<file path="src/rtl/frame_pkg.sv">
// Shared types and constants for the snake-game frame tracker.
package frame_pkg;

  localparam int GRID_W = 16;
  localparam int GRID_H = 12;

  typedef logic [2:0] obj_code_t;

  localparam obj_code_t OBJ_EMPTY  = 3'b000;
  localparam obj_code_t OBJ_HEAD   = 3'b001;
  localparam obj_code_t OBJ_BODY   = 3'b010;
  localparam obj_code_t OBJ_APPLE  = 3'b011;
  localparam obj_code_t OBJ_BORDER = 3'b100;

  // Priority encoder: head > body > apple > border > empty.
  function automatic obj_code_t encode_obj(input logic head, input logic body,
                                           input logic apple, input logic border);
    obj_code_t code;
    if (head) begin
      code = OBJ_HEAD;
    end else if (body) begin
      code = OBJ_BODY;
    end else if (apple) begin
      code = OBJ_APPLE;
    end else if (border) begin
      code = OBJ_BORDER;
    end else begin
      code = OBJ_EMPTY;
    end
    return code;
  endfunction

endpackage

</file>
<file path="src/rtl/scan_counter.sv">
// Raster-order x/y cell counter: x runs fastest, both wrap at the frame end.
module scan_counter
  import frame_pkg::*;
#(
  parameter int W = GRID_W,
  parameter int H = GRID_H
) (
  input  logic       clk,
  input  logic       rst,
  input  logic       enable,
  output logic [3:0] x,
  output logic [3:0] y
);

  localparam logic [3:0] X_MAX = 4'(W - 1);
  localparam logic [3:0] Y_MAX = 4'(H - 1);

  // Advance one cell per enabled clock; row wrap bumps y, frame wrap returns to (0,0).
  always_ff @(posedge clk or posedge rst) begin
    if (rst) begin
      x <= 4'd0;
      y <= 4'd0;
    end else if (enable) begin
      if (x == X_MAX) begin
        x <= 4'd0;
        if (y == Y_MAX) begin
          y <= 4'd0;
        end else begin
          y <= y + 4'd1;
        end
      end else begin
        x <= x + 4'd1;
      end
    end
  end

endmodule

</file>
<file path="src/rtl/frame_tracker.sv">
// Scans the game grid, classifies the object at the current cell and flags
// cells whose code changed since the previous frame.
module frame_tracker
  import frame_pkg::*;
#(
  parameter int GRID_W = frame_pkg::GRID_W,
  parameter int GRID_H = frame_pkg::GRID_H
) (
  input  logic       clk,
  input  logic       nrst,
  input  logic       enable,
  input  logic       head,
  input  logic       body,
  input  logic       apple,
  input  logic       border,
  output logic [3:0] x,
  output logic [3:0] y,
  output logic [2:0] obj_code,
  output logic       diff
);

  localparam int DEPTH = GRID_W * GRID_H;

  obj_code_t  store [DEPTH];
  logic [7:0] addr;

  scan_counter #(
    .W (GRID_W),
    .H (GRID_H)
  ) u_scan (
    .clk    (clk),
    .rst    (nrst),
    .enable (enable),
    .x      (x),
    .y      (y)
  );

  // Row-major store index of the cell currently being presented.
  always_comb begin
    addr = 8'(32'(y) * GRID_W + 32'(x));
  end

  // Zero-latency classification and change detection against last frame.
  always_comb begin
    obj_code = OBJ_EMPTY;
    diff     = 1'b0;
    obj_code = encode_obj(head, body, apple, border);
    diff     = (obj_code != store[addr]);
  end

  // Frame store: cleared on reset, records the current code while the scan advances.
  always_ff @(posedge clk or posedge nrst) begin
    if (nrst) begin
      for (int i = 0; i < DEPTH; i++) begin
        store[i] <= OBJ_EMPTY;
      end
    end else if (enable) begin
      store[addr] <= obj_code;
    end
  end

endmodule

</file>
<file path="config.mk">
export PLATFORM = sky130hd
export DESIGN_NAME = frame_tracker
export DESIGN_NICKNAME = d
export VERILOG_FILES = /design/src/rtl/frame_pkg.sv /design/src/rtl/scan_counter.sv /design/src/rtl/frame_tracker.sv
export SDC_FILE = /design/constraint.sdc
export NUM_CORES = 1
export LEC_CHECK = 0
export BUFFER_PORTS_ARGS = -buffer_cell sky130_fd_sc_hd__buf_2
export CORE_MARGIN = 2
export CORE_UTILIZATION = 40
export CTS_CLUSTER_DIAMETER = 80
export DETAILED_ROUTE_END_ITERATION = 8
export PLACE_DENSITY = 0.52
export SETUP_SLACK_MARGIN = 0.05
export SLEW_MARGIN = 40
export SYNTH_ARGS = -nofsm -noshare
export SYNTH_HDL_FRONTEND = slang
export SYNTH_SLANG_ARGS = --single-unit
</file>
<file path="constraint.sdc">
create_clock -name clk -period 25.2 [get_ports clk]
set_input_delay 2.52 -clock clk [delete_from_list [all_inputs] [get_ports clk]]
set_output_delay 2.52 -clock clk [all_outputs]
set_load 0.01 [all_outputs]
</file>
==> impl_metrics.env <==
export IMPL_maxSlewHeadroom_pct=38.4
export IMPL_ios=19
export IMPL_dp_hpwl_um=50100
export IMPL_seq_area_um2=14600
export IMPL_synth_edff_count=0
export IMPL_synth_cell_type_count=55
export IMPL_grt_overflow=0
export IMPL_crit_fanout=47
export IMPL_first_pass_iters=5
export IMPL_globalplace_congestion=0.813
export IMPL_multi_input_area_um2=10900
export IMPL_cts_sinks=584
export IMPL_routedWlPerCell_um=23.4
export IMPL_final_common_cell="nand2_1"
export IMPL_p_per_area_nw_per_um2=96.6
export IMPL_hold_class="reg2reg"
export IMPL_async_flop_share_pct=100
export IMPL_rsz0062_at_grt="false"
export IMPL_viasPerCell=5.56
export IMPL_die_h_um=260
export IMPL_worst_ep_arrival_time_ns=4.85
export IMPL_rr_startpoint="u_scan.x[0]"
export IMPL_drc=0
export IMPL_core_area_um2=64700
export IMPL_port_buffers=18
export IMPL_vias=18600
export IMPL_grt_usage_pct=23.8
export IMPL_cts_buffers=67
export IMPL_setup_violations=0
export IMPL_worstHoldStart="store[283]"
export IMPL_cts_hold_buf=0
export IMPL_ctsResizeCount=0
export IMPL_mostFrequentLayoutCells="737 x nand2_1, 579 x dfrtp_1, 534 x o21ai_0"
export IMPL_syn_area_um2=26300
export IMPL_antenna_found_initial=2
export IMPL_yosysWarnings=0
export IMPL_synthToLayoutAreaGrowth_pct=12.2
export IMPL_start_kind="flip-flop"
export IMPL_synth_ff_type="dfrtp_1"
export IMPL_nets=2455
export IMPL_tightest_slew_ns=0.921
export IMPL_clk_latency_ns=0.63
export IMPL_required_ns=22.68
export IMPL_r2r_slack_ns=21.28
export IMPL_start_util_pct=40.6
export IMPL_crit_start="u_scan.x[1]"
export IMPL_synth_area_per_cell_um2=10.7
export IMPL_die_width_um=260
export IMPL_n_fill_cell=6053
export IMPL_fin_crit_ns=7.37
export IMPL_routed_wl_um=78300
export IMPL_grt_pass1_wl_um=121000
export IMPL_min_period_over_period_pct=29.2
export IMPL_core_rowCount=93
export IMPL_die_area_um2=67700
export IMPL_cts_clk_slew_worst_paths_ns=0.06
export IMPL_endpoint_kind="output port"
export IMPL_htree_levels=3
export IMPL_syn_nets=2476
export IMPL_ff2ff_path_depth=10
export IMPL_ant_nets=0
export IMPL_clockBufferDepth=3
export IMPL_drive_above_1_share_pct=14.0
export IMPL_cts_tree="done"
export IMPL_min_path_cells=2
export IMPL_peakVddDrop_mv=0.0541
export IMPL_post_place_ws_ns=18.09
export IMPL_grt_pass1_vias=18800
export IMPL_maxCapViolations=0
export IMPL_hold_viol=0
export IMPL_cts_root_buf="clkbuf_16"
export IMPL_ys_ff_latch=584
export IMPL_fmax_mhz=136
export IMPL_drtIter0Drc=1333
export IMPL_netlist_instances=2461
export IMPL_outcome="finished clean"
export IMPL_fin_setup_tns_ns=0
export IMPL_post_cts_setup_buffer_count=0
export IMPL_critPathKind="reg2out"
export IMPL_leakagePower_uw=0.0126
export IMPL_seq_area_frac_synth_pct=55.7
export IMPL_setup_slack_ns=17.83
export IMPL_final_max_slew_viol_count=0
export IMPL_grt_max_degree=176
export IMPL_fin_worst_skew_ns=0.0398
-- worst max-delay path, cell delays in order (launching register included) --
cell and delay, ns:
dfrtp_4 0.85, buf_4 0.75, nand3_1 0.73, o221ai_1 0.42, a21oi_1 0.14, a22oi_1 0.24, a21oi_1 0.17, o311ai_2 0.29
xnor2_1 0.15, nand3_1 0.24, buf_2 0.22
-- sequential cells by signal (all words and copies together), names as in the netlist --
| signal | cells |
|---|---|
| store | 576 |
| u_scan.y | 4 |
| u_scan.x | 4 |
-- report_power, final --
group / leakage (µW) / internal (µW) / switching [µW]
combinational: 0.00342 / 247 / 454
clock: 0.00110 / 585 / 404
sequential: 0.00807 / 1050 / 101
-- final timing paths --
path / to
min: store[283]
min reg2reg: store[283]
max reg2reg: store[253]
max in group asynchronous: store[368]
min in group asynchronous: store[93]
max: diff
-- per-layer routing --
layer | share of wire, % | GRT usage [%] | up-vias
met5 | 0 | 0 | -
met3 | 5.7 | 4.47 | 127
li1 | - | - | 8573
met1 | 45 | 33.5 | 9412
met4 | 3.6 | 8.70 | 0
met2 | 46 | 37.0 | 525
-- logic make-up after synthesis --
logic type / share of synthesized area [%]
DFF: 55.7
xor gates and xnor gates: 0.133
adders and majority gates: 0.381
AOI/OAI and AO/OA: 12.7
and+or+nand+nor: 13.0
muxes: 15.2
buffers and inverters: 2.97
-- Yosys cell counts, types with 4 or more instances --
master / number / area [µm²]
a221oi_1: 4 / 35.0
nand2_1: 737 / 2770
o21ai_1: 7 / 35.0
buf_2: 18 / 90.1
mux2_2: 36 / 405
buf_6: 11 / 124
dfrtp_1: 584 / 14600
and2_1: 14 / 87.6
a21oi_1: 34 / 170
buf_1: 7 / 26.3
o221ai_1: 5 / 43.8
mux4_1: 15 / 394
mux4_2: 124 / 2790
nor2b_1: 7 / 43.8
nand4_1: 6 / 37.5
xnor2_1: 4 / 35.0
nand2b_1: 5 / 31.3
nor3_1: 10 / 50.1
mux2i_1: 40 / 400
inv_1: 8 / 30.0
a22o_1: 5 / 43.8
a22oi_1: 14 / 105
nor2_1: 60 / 225
o22ai_1: 7 / 43.8
clkbuf_1: 102 / 383
nand3_1: 13 / 65.1
ha_1: 8 / 100
o21ai_0: 534 / 2670
-- through the flow --
stage                     hold slack, ns  area [µm²]  power [µW]  utilization (%)  instances
after detailed placement           0.463       27200        1870             42.1       3226
after CTS                          0.476       29500        2860             45.5       3348
after floorplan                    0.442       26300        1590                -       2461
after global placement             0.456       27000        1850             41.8       3220
final                              0.474       29500        2850             45.5       3349
after global routing               0.496       29500        2960             45.5       3349
-- final cells by class --
| class | instances | area share (%) |
|---|---|---|
| diodes | 1 | 0.00849 |
| clock buffers | 103 | 6.84 |
| clock inverters | 19 | 0.739 |
| inverters | 10 | 0.170 |
| multi-input cells | 1721 | 37.1 |
| flip-flops and latches | 584 | 49.6 |
| well taps | 855 | 3.63 |
| repair buffers | 56 | 1.88 |
Power figures use the tool's default switching activity.
